==> src/rtl/axi_burst_to_icb_bridge_if.sv <==
// Bus bundles used by the AXI-burst to ICB bridge.
// axi_burst_if carries the AXI4 slave side (32-bit data, no IDs, size fixed at
// 4 bytes); icb_if carries the single-word ICB command/response side.

interface axi_burst_if;
   logic [31:0] s_axi_araddr;
   logic [1:0]  s_axi_arburst;
   logic [7:0]  s_axi_arlen;
   logic        s_axi_arvalid;
   logic        s_axi_arready;

   logic [31:0] s_axi_rdata;
   logic [1:0]  s_axi_rresp;
   logic        s_axi_rlast;
   logic        s_axi_rvalid;
   logic        s_axi_rready;

   logic [31:0] s_axi_awaddr;
   logic [1:0]  s_axi_awburst;
   logic [7:0]  s_axi_awlen;
   logic        s_axi_awvalid;
   logic        s_axi_awready;

   logic [31:0] s_axi_wdata;
   logic [3:0]  s_axi_wstrb;
   logic        s_axi_wlast;
   logic        s_axi_wvalid;
   logic        s_axi_wready;

   logic [1:0]  s_axi_bresp;
   logic        s_axi_bvalid;
   logic        s_axi_bready;

   modport slave (
      input  s_axi_araddr, s_axi_arburst, s_axi_arlen, s_axi_arvalid,
      output s_axi_arready,
      output s_axi_rdata, s_axi_rresp, s_axi_rlast, s_axi_rvalid,
      input  s_axi_rready,
      input  s_axi_awaddr, s_axi_awburst, s_axi_awlen, s_axi_awvalid,
      output s_axi_awready,
      input  s_axi_wdata, s_axi_wstrb, s_axi_wlast, s_axi_wvalid,
      output s_axi_wready,
      output s_axi_bresp, s_axi_bvalid,
      input  s_axi_bready
   );

   modport master (
      output s_axi_araddr, s_axi_arburst, s_axi_arlen, s_axi_arvalid,
      input  s_axi_arready,
      input  s_axi_rdata, s_axi_rresp, s_axi_rlast, s_axi_rvalid,
      output s_axi_rready,
      output s_axi_awaddr, s_axi_awburst, s_axi_awlen, s_axi_awvalid,
      input  s_axi_awready,
      output s_axi_wdata, s_axi_wstrb, s_axi_wlast, s_axi_wvalid,
      input  s_axi_wready,
      input  s_axi_bresp, s_axi_bvalid,
      output s_axi_bready
   );
endinterface

interface icb_if;
   logic [31:0] m_icb_cmd_addr;
   logic        m_icb_cmd_read;
   logic [31:0] m_icb_cmd_wdata;
   logic [3:0]  m_icb_cmd_wmask;
   logic        m_icb_cmd_valid;
   logic        m_icb_cmd_ready;

   logic [31:0] m_icb_rsp_rdata;
   logic        m_icb_rsp_err;
   logic        m_icb_rsp_valid;
   logic        m_icb_rsp_ready;

   modport master (
      output m_icb_cmd_addr, m_icb_cmd_read, m_icb_cmd_wdata, m_icb_cmd_wmask, m_icb_cmd_valid,
      input  m_icb_cmd_ready,
      input  m_icb_rsp_rdata, m_icb_rsp_err, m_icb_rsp_valid,
      output m_icb_rsp_ready
   );

   modport slave (
      input  m_icb_cmd_addr, m_icb_cmd_read, m_icb_cmd_wdata, m_icb_cmd_wmask, m_icb_cmd_valid,
      output m_icb_cmd_ready,
      output m_icb_rsp_rdata, m_icb_rsp_err, m_icb_rsp_valid,
      input  m_icb_rsp_ready
   );
endinterface

==> src/rtl/axi_burst_to_icb_bridge.sv <==
// AXI4 burst slave to ICB master bridge.
// One AXI burst (1..256 words) is in flight at a time and is broken into
// single-word ICB commands, pipelined up to MAX_OUTSTANDING ahead of their
// responses. Read responses pass straight through to the R channel; write
// responses are folded into a single B response with a sticky error.
// Optional feature: define AXI_TO_ICB_WRAP_BURST_EN to honour WRAP bursts
// (burst code 2'b10, len 1/3/7/15); otherwise every burst is treated as INCR.

module axi_burst_to_icb_bridge #(
   parameter int MAX_OUTSTANDING = 4,
   parameter int SIM_DELAY       = 1
) (
   input logic         aclk,
   input logic         areset,
   axi_burst_if.slave  axi,
   icb_if.master       icb
);

   typedef enum logic [1:0] {
      IDLE,
      RD,
      WR,
      WR_RESP
   } state_t;

   localparam logic [3:0] MAX_OUT = 4'(MAX_OUTSTANDING);

   state_t      state_q, state_d;
   logic        prioRd_q, prioRd_d;
   logic [31:0] curAddr_q, curAddr_d;
   logic [7:0]  len_q, len_d;
   logic [8:0]  cmdCnt_q, cmdCnt_d;
   logic [8:0]  rspCnt_q, rspCnt_d;
   logic [3:0]  outst_q, outst_d;
   logic        err_q, err_d;
`ifdef AXI_TO_ICB_WRAP_BURST_EN
   logic [1:0]  burst_q, burst_d;
   logic [31:0] wrapMask;
`endif

   logic        inRd, inWr, inResp;
   logic        arReady, awReady, arHs, awHs;
   logic        cmdGate, cmdValid, cmdHs;
   logic        rspReady, rspHs, lastRsp;
   logic [31:0] nextAddr;
   logic        unusedSink;

   assign inRd   = (state_q == RD);
   assign inWr   = (state_q == WR);
   assign inResp = (state_q == WR_RESP);

   // Address arbitration: the priority bit only matters when both AR and AW
   // are valid, and since it picks exactly one side they never both handshake.
   assign arReady = (state_q == IDLE) & (prioRd_q | ~axi.s_axi_awvalid);
   assign awReady = (state_q == IDLE) & (~prioRd_q | ~axi.s_axi_arvalid);
   assign arHs    = arReady & axi.s_axi_arvalid;
   assign awHs    = awReady & axi.s_axi_awvalid;

   // Commands stop once every beat is issued or the outstanding window is full.
   assign cmdGate  = (cmdCnt_q <= {1'b0, len_q}) & (outst_q < MAX_OUT);
   assign cmdValid = (inRd & cmdGate) | (inWr & axi.s_axi_wvalid & cmdGate);
   assign cmdHs    = cmdValid & icb.m_icb_cmd_ready;

   // Read responses are throttled by the AXI master; write responses are always taken.
   assign rspReady = inRd ? axi.s_axi_rready : inWr;
   assign rspHs    = icb.m_icb_rsp_valid & rspReady;
   assign lastRsp  = (rspCnt_q == {1'b0, len_q});

`ifdef AXI_TO_ICB_WRAP_BURST_EN
   // (len+1)*4-1 is just len with two low ones appended.
   assign wrapMask = {22'b0, len_q, 2'b11};
   assign nextAddr = (burst_q == 2'b10) ?
                     ((curAddr_q & ~wrapMask) | ((curAddr_q + 32'd4) & wrapMask)) :
                     (curAddr_q + 32'd4);
`else
   assign nextAddr = curAddr_q + 32'd4;
`endif

   assign icb.m_icb_cmd_valid = cmdValid;
   assign icb.m_icb_cmd_addr  = curAddr_q;
   assign icb.m_icb_cmd_read  = inRd;
   assign icb.m_icb_cmd_wdata = inWr ? axi.s_axi_wdata : 32'd0;
   assign icb.m_icb_cmd_wmask = inWr ? axi.s_axi_wstrb : 4'd0;
   assign icb.m_icb_rsp_ready = rspReady;

   assign axi.s_axi_arready = arReady;
   assign axi.s_axi_awready = awReady;
   assign axi.s_axi_rvalid  = inRd & icb.m_icb_rsp_valid;
   assign axi.s_axi_rdata   = icb.m_icb_rsp_rdata;
   assign axi.s_axi_rresp   = (inRd & icb.m_icb_rsp_err) ? 2'b10 : 2'b00;
   assign axi.s_axi_rlast   = inRd & lastRsp;
   assign axi.s_axi_wready  = inWr & icb.m_icb_cmd_ready & axi.s_axi_wvalid & cmdGate;
   assign axi.s_axi_bvalid  = inResp;
   assign axi.s_axi_bresp   = (inResp & err_q) ? 2'b10 : 2'b00;

   // wlast is redundant with awlen, and the low address bits are always
   // forced to word alignment, so these inputs are intentionally not consumed.
   assign unusedSink = ^{axi.s_axi_wlast, axi.s_axi_araddr[1:0], axi.s_axi_awaddr[1:0],
                         axi.s_axi_arburst, axi.s_axi_awburst, (SIM_DELAY != 0)};

   // Next-state logic: burst acceptance, beat counting, error folding and the
   // outstanding-command window all advance from the handshakes computed above.
   always_comb begin
      state_d   = state_q;
      prioRd_d  = prioRd_q;
      curAddr_d = curAddr_q;
      len_d     = len_q;
      cmdCnt_d  = cmdCnt_q;
      rspCnt_d  = rspCnt_q;
      err_d     = err_q;
      outst_d   = outst_q;
`ifdef AXI_TO_ICB_WRAP_BURST_EN
      burst_d   = burst_q;
`endif
      case (state_q)
         IDLE: begin
            if (arHs) begin
               state_d   = RD;
               prioRd_d  = 1'b0;
               curAddr_d = {axi.s_axi_araddr[31:2], 2'b00};
               len_d     = axi.s_axi_arlen;
               cmdCnt_d  = 9'd0;
               rspCnt_d  = 9'd0;
               err_d     = 1'b0;
`ifdef AXI_TO_ICB_WRAP_BURST_EN
               burst_d   = axi.s_axi_arburst;
`endif
            end else if (awHs) begin
               state_d   = WR;
               prioRd_d  = 1'b1;
               curAddr_d = {axi.s_axi_awaddr[31:2], 2'b00};
               len_d     = axi.s_axi_awlen;
               cmdCnt_d  = 9'd0;
               rspCnt_d  = 9'd0;
               err_d     = 1'b0;
`ifdef AXI_TO_ICB_WRAP_BURST_EN
               burst_d   = axi.s_axi_awburst;
`endif
            end
         end
         RD, WR: begin
            if (cmdHs) begin
               curAddr_d = nextAddr;
               cmdCnt_d  = cmdCnt_q + 9'd1;
            end
            if (rspHs) begin
               rspCnt_d = rspCnt_q + 9'd1;
               if (inWr) begin
                  err_d = err_q | icb.m_icb_rsp_err;
               end
               if (lastRsp) begin
                  state_d = inRd ? IDLE : WR_RESP;
               end
            end
         end
         WR_RESP: begin
            if (axi.s_axi_bready) begin
               state_d = IDLE;
            end
         end
         default: begin
            state_d = IDLE;
         end
      endcase
      case ({cmdHs, rspHs})
         2'b10:   outst_d = outst_q + 4'd1;
         2'b01:   outst_d = outst_q - 4'd1;
         default: outst_d = outst_q;
      endcase
   end

   // State registers; reset abandons any burst in flight immediately.
   always_ff @(posedge aclk or posedge areset) begin
      if (areset) begin
         state_q   <= IDLE;
         prioRd_q  <= 1'b1;
         curAddr_q <= 32'd0;
         len_q     <= 8'd0;
         cmdCnt_q  <= 9'd0;
         rspCnt_q  <= 9'd0;
         outst_q   <= 4'd0;
         err_q     <= 1'b0;
`ifdef AXI_TO_ICB_WRAP_BURST_EN
         burst_q   <= 2'b01;
`endif
      end else begin
         state_q   <= state_d;
         prioRd_q  <= prioRd_d;
         curAddr_q <= curAddr_d;
         len_q     <= len_d;
         cmdCnt_q  <= cmdCnt_d;
         rspCnt_q  <= rspCnt_d;
         outst_q   <= outst_d;
         err_q     <= err_d;
`ifdef AXI_TO_ICB_WRAP_BURST_EN
         burst_q   <= burst_d;
`endif
      end
   end

endmodule

==> src/flat_wrapper.sv <==
// flat-port wrapper written by rule: the top's interface ports become plain ports
module axi_burst_to_icb_bridge_flat 
#(
   parameter int MAX_OUTSTANDING = 4,
   parameter int SIM_DELAY       = 1
)
  (aclk, areset, axi_s_axi_araddr, axi_s_axi_arburst, axi_s_axi_arlen, axi_s_axi_arvalid, axi_s_axi_arready, axi_s_axi_rdata, axi_s_axi_rresp, axi_s_axi_rlast, axi_s_axi_rvalid, axi_s_axi_rready, axi_s_axi_awaddr, axi_s_axi_awburst, axi_s_axi_awlen, axi_s_axi_awvalid, axi_s_axi_awready, axi_s_axi_wdata, axi_s_axi_wstrb, axi_s_axi_wlast, axi_s_axi_wvalid, axi_s_axi_wready, axi_s_axi_bresp, axi_s_axi_bvalid, axi_s_axi_bready, icb_m_icb_cmd_addr, icb_m_icb_cmd_read, icb_m_icb_cmd_wdata, icb_m_icb_cmd_wmask, icb_m_icb_cmd_valid, icb_m_icb_cmd_ready, icb_m_icb_rsp_rdata, icb_m_icb_rsp_err, icb_m_icb_rsp_valid, icb_m_icb_rsp_ready);
  axi_burst_if axi_i ();
  icb_if icb_i ();
  input logic aclk;
  input logic areset;
  input wire logic [$bits(axi_i.s_axi_araddr)-1:0] axi_s_axi_araddr;
  input wire logic [$bits(axi_i.s_axi_arburst)-1:0] axi_s_axi_arburst;
  input wire logic [$bits(axi_i.s_axi_arlen)-1:0] axi_s_axi_arlen;
  input wire logic [$bits(axi_i.s_axi_arvalid)-1:0] axi_s_axi_arvalid;
  output wire logic [$bits(axi_i.s_axi_arready)-1:0] axi_s_axi_arready;
  output wire logic [$bits(axi_i.s_axi_rdata)-1:0] axi_s_axi_rdata;
  output wire logic [$bits(axi_i.s_axi_rresp)-1:0] axi_s_axi_rresp;
  output wire logic [$bits(axi_i.s_axi_rlast)-1:0] axi_s_axi_rlast;
  output wire logic [$bits(axi_i.s_axi_rvalid)-1:0] axi_s_axi_rvalid;
  input wire logic [$bits(axi_i.s_axi_rready)-1:0] axi_s_axi_rready;
  input wire logic [$bits(axi_i.s_axi_awaddr)-1:0] axi_s_axi_awaddr;
  input wire logic [$bits(axi_i.s_axi_awburst)-1:0] axi_s_axi_awburst;
  input wire logic [$bits(axi_i.s_axi_awlen)-1:0] axi_s_axi_awlen;
  input wire logic [$bits(axi_i.s_axi_awvalid)-1:0] axi_s_axi_awvalid;
  output wire logic [$bits(axi_i.s_axi_awready)-1:0] axi_s_axi_awready;
  input wire logic [$bits(axi_i.s_axi_wdata)-1:0] axi_s_axi_wdata;
  input wire logic [$bits(axi_i.s_axi_wstrb)-1:0] axi_s_axi_wstrb;
  input wire logic [$bits(axi_i.s_axi_wlast)-1:0] axi_s_axi_wlast;
  input wire logic [$bits(axi_i.s_axi_wvalid)-1:0] axi_s_axi_wvalid;
  output wire logic [$bits(axi_i.s_axi_wready)-1:0] axi_s_axi_wready;
  output wire logic [$bits(axi_i.s_axi_bresp)-1:0] axi_s_axi_bresp;
  output wire logic [$bits(axi_i.s_axi_bvalid)-1:0] axi_s_axi_bvalid;
  input wire logic [$bits(axi_i.s_axi_bready)-1:0] axi_s_axi_bready;
  output wire logic [$bits(icb_i.m_icb_cmd_addr)-1:0] icb_m_icb_cmd_addr;
  output wire logic [$bits(icb_i.m_icb_cmd_read)-1:0] icb_m_icb_cmd_read;
  output wire logic [$bits(icb_i.m_icb_cmd_wdata)-1:0] icb_m_icb_cmd_wdata;
  output wire logic [$bits(icb_i.m_icb_cmd_wmask)-1:0] icb_m_icb_cmd_wmask;
  output wire logic [$bits(icb_i.m_icb_cmd_valid)-1:0] icb_m_icb_cmd_valid;
  input wire logic [$bits(icb_i.m_icb_cmd_ready)-1:0] icb_m_icb_cmd_ready;
  input wire logic [$bits(icb_i.m_icb_rsp_rdata)-1:0] icb_m_icb_rsp_rdata;
  input wire logic [$bits(icb_i.m_icb_rsp_err)-1:0] icb_m_icb_rsp_err;
  input wire logic [$bits(icb_i.m_icb_rsp_valid)-1:0] icb_m_icb_rsp_valid;
  output wire logic [$bits(icb_i.m_icb_rsp_ready)-1:0] icb_m_icb_rsp_ready;
  assign axi_i.s_axi_araddr = axi_s_axi_araddr;
  assign axi_i.s_axi_arburst = axi_s_axi_arburst;
  assign axi_i.s_axi_arlen = axi_s_axi_arlen;
  assign axi_i.s_axi_arvalid = axi_s_axi_arvalid;
  assign axi_s_axi_arready = axi_i.s_axi_arready;
  assign axi_s_axi_rdata = axi_i.s_axi_rdata;
  assign axi_s_axi_rresp = axi_i.s_axi_rresp;
  assign axi_s_axi_rlast = axi_i.s_axi_rlast;
  assign axi_s_axi_rvalid = axi_i.s_axi_rvalid;
  assign axi_i.s_axi_rready = axi_s_axi_rready;
  assign axi_i.s_axi_awaddr = axi_s_axi_awaddr;
  assign axi_i.s_axi_awburst = axi_s_axi_awburst;
  assign axi_i.s_axi_awlen = axi_s_axi_awlen;
  assign axi_i.s_axi_awvalid = axi_s_axi_awvalid;
  assign axi_s_axi_awready = axi_i.s_axi_awready;
  assign axi_i.s_axi_wdata = axi_s_axi_wdata;
  assign axi_i.s_axi_wstrb = axi_s_axi_wstrb;
  assign axi_i.s_axi_wlast = axi_s_axi_wlast;
  assign axi_i.s_axi_wvalid = axi_s_axi_wvalid;
  assign axi_s_axi_wready = axi_i.s_axi_wready;
  assign axi_s_axi_bresp = axi_i.s_axi_bresp;
  assign axi_s_axi_bvalid = axi_i.s_axi_bvalid;
  assign axi_i.s_axi_bready = axi_s_axi_bready;
  assign icb_m_icb_cmd_addr = icb_i.m_icb_cmd_addr;
  assign icb_m_icb_cmd_read = icb_i.m_icb_cmd_read;
  assign icb_m_icb_cmd_wdata = icb_i.m_icb_cmd_wdata;
  assign icb_m_icb_cmd_wmask = icb_i.m_icb_cmd_wmask;
  assign icb_m_icb_cmd_valid = icb_i.m_icb_cmd_valid;
  assign icb_i.m_icb_cmd_ready = icb_m_icb_cmd_ready;
  assign icb_i.m_icb_rsp_rdata = icb_m_icb_rsp_rdata;
  assign icb_i.m_icb_rsp_err = icb_m_icb_rsp_err;
  assign icb_i.m_icb_rsp_valid = icb_m_icb_rsp_valid;
  assign icb_m_icb_rsp_ready = icb_i.m_icb_rsp_ready;
  axi_burst_to_icb_bridge #(.MAX_OUTSTANDING(MAX_OUTSTANDING), .SIM_DELAY(SIM_DELAY)) u_core (.aclk(aclk), .areset(areset), .axi(axi_i), .icb(icb_i));
endmodule
==> config.mk <==
export PLATFORM = sky130hd
export DESIGN_NAME = axi_burst_to_icb_bridge_flat
export DESIGN_NICKNAME = d
export VERILOG_FILES = /design/src/rtl/axi_burst_to_icb_bridge_if.sv /design/src/rtl/axi_burst_to_icb_bridge.sv /design/src/flat_wrapper.sv
export SDC_FILE = /design/constraint.sdc
export NUM_CORES = 1
export LEC_CHECK = 0
export CORE_ASPECT_RATIO = 0.8
export CORE_MARGIN = 5
export CORE_UTILIZATION = 35
export DETAILED_ROUTE_END_ITERATION = 16
export PLACE_DENSITY = 0.74
export SLEW_MARGIN = 20
export SYNTH_ARGS = -nofsm -noshare
export SYNTH_HDL_FRONTEND = slang
export SYNTH_SLANG_ARGS = --single-unit
==> constraint.sdc <==
create_clock -name aclk -period 4.4 [get_ports aclk]
set_input_delay 0.88 -clock aclk [delete_from_list [all_inputs] [get_ports aclk]]
set_output_delay 0.88 -clock aclk [all_outputs]
set_load 0.02 [all_outputs]
==> impl_metrics.csv, run 1 <==
group,metric,value,unit
synth,synth_ff_type,"dfrtp_1",
hold_path,hold_path.class,"reg -> reg",
synth,async_flop_share,1.00,
drt,post_drt_wl_per_cell,17.3,µm
pwr,peakVddDrop,0.000299,V
cts,path_clk_slew,0.06,ns
placement,port_buffers,198,
grt,track_usage,0.197,
pwr,p_seq_frac,0.223,
pwr,p_leak,2.95,nW
setup_path,cp.required,3.52,ns
placement,pre_cts_ws,0.910,ns
floorplanning,rows,38,
layout,antennaDiodeCount,0,
synth,synth-xor-area-share,0.0444,
grt,grt_pass1_vias,4913,
run,cap_violations,0,
cts,clockRootBuffer,"clkbuf_16",
run_status,status,"finished, final reports clean",
floorplanning,fp.dieH,116,µm
synth,ys_seq_elements,64,
cts,cts_max_level,3,
setup_path,crit_path_end_kind,"output port",
grt,antenna_found_initial,0,
synth,synth_cells,625,
cts,hold_buffers,0,
cts,cts_buffers,9,
floorplanning,die_area,16600,µm²
layout,drive_gt1_frac,0.0499,
synth,synthAdderAreaFrac,0.0522,
floorplanning,initial_core_util,0.360,
synth,synthDistinctLibCells,59,
sta,fin_crit,3.50,ns
cts,clock_path_buffers,2,
grt,grt_max_degree,45,
sta,rsz0062_at_grt,"false",
layout,design_area,7170,µm²
placement,dpl_cell_area,6810,µm²
pwr,power.density,678,nW/µm²
pwr,p_int,2.64,mW
drt,via_per_inst,5.29,
layout,area_growth,45.3,%
floorplanning,pin_count,276,
synth,synth_top_family_by_area,"simple AND/OR/NAND/NOR gates",
setup_path,path_class,"reg -> out",
pwr,p_comb_frac,0.601,
synth,ys_warn_count,0,
setup_path,path_max_fanout,3,
sta,max_slew.worst_pin.slew,0.913,ns
placement,gp_congestion,0.829,
sta,setup_slack,0.897,ns
synth,synth_compound_area_frac,0.151,
cts,clock_latency,0.33,ns
drt,drt_first_pass_iters,5,
floorplanning,coreArea,13700,µm²
pwr,switchingPower,2.23,mW
placement,hpwl,12600,µm
cts,clock-sinks,64,
synth,yosys.area_share.simple,0.290,
pwr,switching_share,0.458,
synth,ys_seq_area_frac,0.325,
synth,synth.area.top_cells,"dfrtp_1 (32%), nand2_1 (6.9%), and2_1 (6.1%)",
sta,clock.fmax,285,MHz
sta,slew_headroom,0.387,
setup_path,startpoint_type,"flip-flop",
synth,yosysTopAreaCell,"dfrtp_1",
sta,hold_viol_final,0,
sta,final.setup.tns,0,ns
sta,maxSlewViolCount,0,
floorplanning,die_x,143,µm
drt,ant_nets,0,
cts,cts_setup_buffers,0,
drt,vias,5085,
sta,worst_clock_skew,0.00400,ns
cts,ctsResizeCount,0,
drt,drc,0,
layout,final_cells,962,
pwr,finalPower,4.86,mW
grt,grt_pass1_wl,25900,µm
drt,wirelength,16700,µm
synth,avgSynthCellArea,7.90,µm²
setup_path,worstPathArrival,2.62,ns
sta,fin_crit_sh,0.796,
placement,dp_cells,946,
synth,synth_top_area_share,0.319,
pwr,p_clk_frac,0.176,
synth,synth_edf_count,0,
synth,synth.area.mux_share,0.0347,
layout,nNetsFinal,960,
cts,cts_tree,"done",
sta,setup_viol,0,
drt,drt_iter0_drc,422,
grt,grt.overflow.total,0,
synth,synthesis.area,4930,µm²
[stage by stage]
step	hold WS, ns	utilization
floorplan	0.442	-
global placement	0.462	0.498
detailed placement	0.460	0.498
CTS	0.475	0.523
global route	0.490	0.524
finish	0.467	0.524
[cells in the mapped netlist (all sizes together), types with 5 or more instances]
cell type / count
a31oi: 8
inv: 20
mux2i: 16
nor3: 10
clkbuf: 21
nor2: 43
xnor2: 14
nand3: 39
o21ai: 34
nand4: 17
xor2: 11
buf: 50
nand2: 92
a21oi: 37
dfrtp: 63
a21o: 5
and3: 17
ha: 19
and2: 48
[sequential cells by signal (all words and copies together) (netlist names)]
signal and cells:
u_core.icb.m_icb_cmd_addr 30, u_core.cmdCnt_q 9, u_core.rspCnt_q 9, u_core.len_q 8
u_core.outst_q 4, u_core.state_q 2, u_core.err_q 1, u_core.prioRd_q 1
[layout by cell type (no fill, tap or decap), types with 4 or more instances in the layout]
master,instances
a21o_1,5
a21oi_1,37
a311oi_1,4
a31oi_1,8
and2_1,48
and3_1,16
buf_4,11
clkbuf_16,9
clkdlybuf4s50_1,198
conb_1,4
dfrtp_1,63
ha_1,19
inv_1,19
mux2i_1,16
nand2_1,91
nand3_1,39
nand4_1,17
nor2_1,42
nor3_1,10
nor4_1,4
o21ai_0,33
or3_1,4
xnor2_1,14
xor2_1,11
[cell families after synthesis]
logic type                 after synthesis
and+or+nand+nor                        288
AOI/OAI and AO/OA                      118
buffers and inverters                   92
DFF                                     64
xor gates and xnor gates                25
adders and majority gates               20
muxes                                   17
other                                    1
[layer usage]
layer | GRT usage | vias to the layer above | wire length, µm
met2 | 0.311 | 245 | 7560
met3 | 0.0626 | 17 | 1620
met5 | 0 | - | 0
li1 | - | 2445 | -
met4 | 0.0488 | 0 | 293
met1 | 0.264 | 2378 | 7200
[power groups by stage]
stage / Sequential [mW] / Combinational, mW / Clock, mW
2_1_floorplan: 1.16 / 1.73 / 0
3_5_place_dp: 1.08 / 2.92 / 0
5_1_grt: 1.12 / 3.21 / 0.895
6_report: 1.08 / 2.93 / 0.854
4_1_cts: 1.08 / 2.94 / 0.865
3_3_place_gp: 1.08 / 2.89 / 0
[worst max-delay path, stage by stage (launching register included)]
cell	delay, ns
dfrtp_1	0.43
inv_1	0.07
ha_1	0.28
and4b_1	0.23
or3b_1	0.38
o211ai_2	0.11
nand2_1	0.08
nor2_1	0.11
clkdlybuf4s50_1	0.62
[worst paths after layout]
kind	from	endpoint	slack [ns]	cells after the start
worst min-delay path	u_core.outst_q[3]$_DFFE_PP0P_	u_core.outst_q[3]$_DFFE_PP0P_	0.47	1
max in group asynchronous	areset	u_core.prioRd_q$_DFFE_PP1P_	2.55	3
worst min register to register	u_core.outst_q[3]$_DFFE_PP0P_	u_core.outst_q[3]$_DFFE_PP0P_	0.47	1
worst max-delay path	u_core.len_q[6]$_DFFE_PP0P_	axi_s_axi_wready	0.90	8
worst max register to register	u_core.state_q[0]$_DFFE_PP0P_	u_core.icb.m_icb_cmd_addr[7]$_DFFE_PP0P_	1.22	10
min in group asynchronous	areset	u_core.icb.m_icb_cmd_addr[15]$_DFFE_PP0P_	1.02	2
[cell type report]
class / count / area [µm²]
fill: 1322 / 6520
multi-input combinational: 472 / 2840
timing repair buffer: 209 / 2060
sequential: 64 / 1600
clock buffer: 10 / 239
tap: 180 / 225
clock inverter: 6 / 115
inverter: 21 / 80.1
Note: power is estimated with default switching activity, not from simulation.
==> run 2, diff against run 1 <==
- PLACE_DENSITY: 0.74 -> 0.77
- clock period: 4.4 -> 2.85 ns (I/O delays scaled with it)
==> run 2 against run 1 <==
Net effect: register-to-register slack lost 1.1 ns; critical endpoint is now u_core.outst_q[3]$_DFFE_PP0P_; combinational power grew 65%; largest cell class unchanged; global-route usage shrank 0.39 points.
==> impl_metrics.csv, run 2 (same netlist as run 1, synthesis figures left out) <==
group,metric,value,unit
drt,vias,5094,
floorplanning,die_area,16600,µm²
sta,hold_viol_final,0,
setup_path,slowest_stage,"a2111o_1",
pwr,finalPower,7.66,mW
layout,antennaDiodeCount,0,
layout,drive_gt1_frac,0.0903,
layout,area_growth,50.1,%
cts,clock_path_buffers,2,
sta,clock.fmax,363,MHz
sta,worst_clock_skew,0.00720,ns
placement,port_buffers,198,
setup_path,critPathBufInv,0,
sta,final.setup.tns,0,ns
sta,max_slew.worst_pin.slew,0.553,ns
setup_path,path_max_fanout,4,
drt,wirelength,16500,µm
floorplanning,fp.dieH,116,µm
setup_path,worstPathArrival,2.97,ns
drt,drc,0,
sta,maxSlewViolCount,0,
grt,track_usage,0.193,
drt,drt_iter0_drc,348,
layout,design_area,7410,µm²
setup_path,crit_chain,"ha_1 -> a21o_1 -> a2111o_1 -> o211ai_4 -> nand2_2 -> ha_4 -> ha_1 -> a21o_1 -> a21oi_2 -> xnor2_1 -> nor2_1 -> xor2_1",
placement,dp_cells,971,
pwr,peakVddDrop,0.000446,V
cts,cts_buffers,9,
setup_path,crit_path_end_kind,"flip-flop",
run_status,status,"finished, final reports clean",
cts,clock_latency,0.33,ns
layout,nFillCells,1281,
layout,mostFrequentLayoutCells,"clkdlybuf4s50_1 (195), nand2_1 (90), dfrtp_1 (63)",
setup_path,critPathMaxStageDelay,0.41,ns
grt,grt.overflow.total,0,
grt,grt_max_degree,65,
sta,fin_crit,2.76,ns
pwr,p_leak,3.09,nW
placement,pre_cts_ws,0.0366,ns
drt,ant_nets,0,
layout,nNetsFinal,986,
placement,dpl_cell_area,7050,µm²
sta,slew_headroom,0.630,
grt,antenna_found_initial,0,
setup_path,crit_family,"compound AO/OA/AOI/OAI gates",
drt,via_per_inst,5.16,
floorplanning,coreArea,13700,µm²
setup_path,path_class,"reg -> reg",
placement,gp_congestion,0.846,
grt,grt_pass1_wl,25600,µm
placement,hpwl,12700,µm
hold_path,hold_path.class,"reg -> reg",
layout,largest_reg_flops,30,
floorplanning,pin_count,276,
floorplanning,initial_core_util,0.360,
cts,clock-sinks,64,
drt,drt_first_pass_iters,5,
cts,clockRootBuffer,"clkbuf_16",
grt,grt_pass1_vias,4924,
sta,setup_viol,0,
setup_path,cp.required,3.07,ns
sta,hold_ws,0.473,ns
setup_path,startpoint_type,"flip-flop",
sta,fin_crit_sh,0.968,
layout,final_cells,988,
cts,path_clk_slew,0.05,ns
cts,cts_tree,"done",
cts,cts_max_level,3,
run,cap_violations,0,
layout,final_common_cell,"clkdlybuf4s50_1",
pwr,power.density,1030,nW/µm²
floorplanning,die_x,143,µm
drt,post_drt_wl_per_cell,16.7,µm
sta,setup_slack,0.0926,ns
layout,final_util,0.541,
floorplanning,rows,38,
run 2: changes by cell type in the layout (fill, tap and decap cells not counted), sizes merged:
cell,previous run,this run
buf,11,39
clkdlybuf4s50,198,195
bufinv,3,2
clkinv,3,4
dlygate4sd2,0,1
run 2: worst paths after layout:
path	cells after the start	end	slack [ns]	from
worst max-delay path	12	u_core.outst_q[3]$_DFFE_PP0P_	0.09	u_core.cmdCnt_q[6]$_DFFE_PP0P_
worst min-delay path	1	u_core.outst_q[3]$_DFFE_PP0P_	0.47	u_core.outst_q[3]$_DFFE_PP0P_
worst max register to register	12	u_core.outst_q[3]$_DFFE_PP0P_	0.09	u_core.cmdCnt_q[6]$_DFFE_PP0P_
worst min register to register	1	u_core.outst_q[3]$_DFFE_PP0P_	0.47	u_core.outst_q[3]$_DFFE_PP0P_
max in group asynchronous	3	u_core.prioRd_q$_DFFE_PP1P_	1.86	areset
min in group asynchronous	3	u_core.err_q$_DFFE_PP0P_	0.63	areset
run 2: layout make-up:
class | instances | area (µm²) | share of cell area
clock buffer | 10 | 239 | 0.0323
multi-input combinational | 472 | 2890 | 0.390
tap | 180 | 225 | 0.0304
inverter | 21 | 78.8 | 0.0106
sequential | 64 | 1600 | 0.216
clock inverter | 6 | 82.6 | 0.0112
timing repair buffer | 235 | 2290 | 0.309
run 2: routing by layer:
layer / share of wire / vias to the layer above / global-route usage / routed length, µm
met4: 0.0094 / 0 / 0.0443 / 156
met1: 0.44 / 2361 / 0.259 / 7220
li1: - / 2503 / - / -
met5: 0 / - / 0 / 0
met3: 0.093 / 17 / 0.0634 / 1540
met2: 0.46 / 213 / 0.305 / 7620
run 2: power breakdown:
group          switching [mW]  internal (mW)
sequential              0.375           1.26
combinational            2.67           2.16
clock                   0.409          0.784
run 2: what timing repair did:
action	4_1_cts	5_1_grt
pin swaps	0	5
hold buffers	0	0
cloned	0	0
resized for setup	8	7
setup endpoints to repair	25	25
buffers inserted	0	1
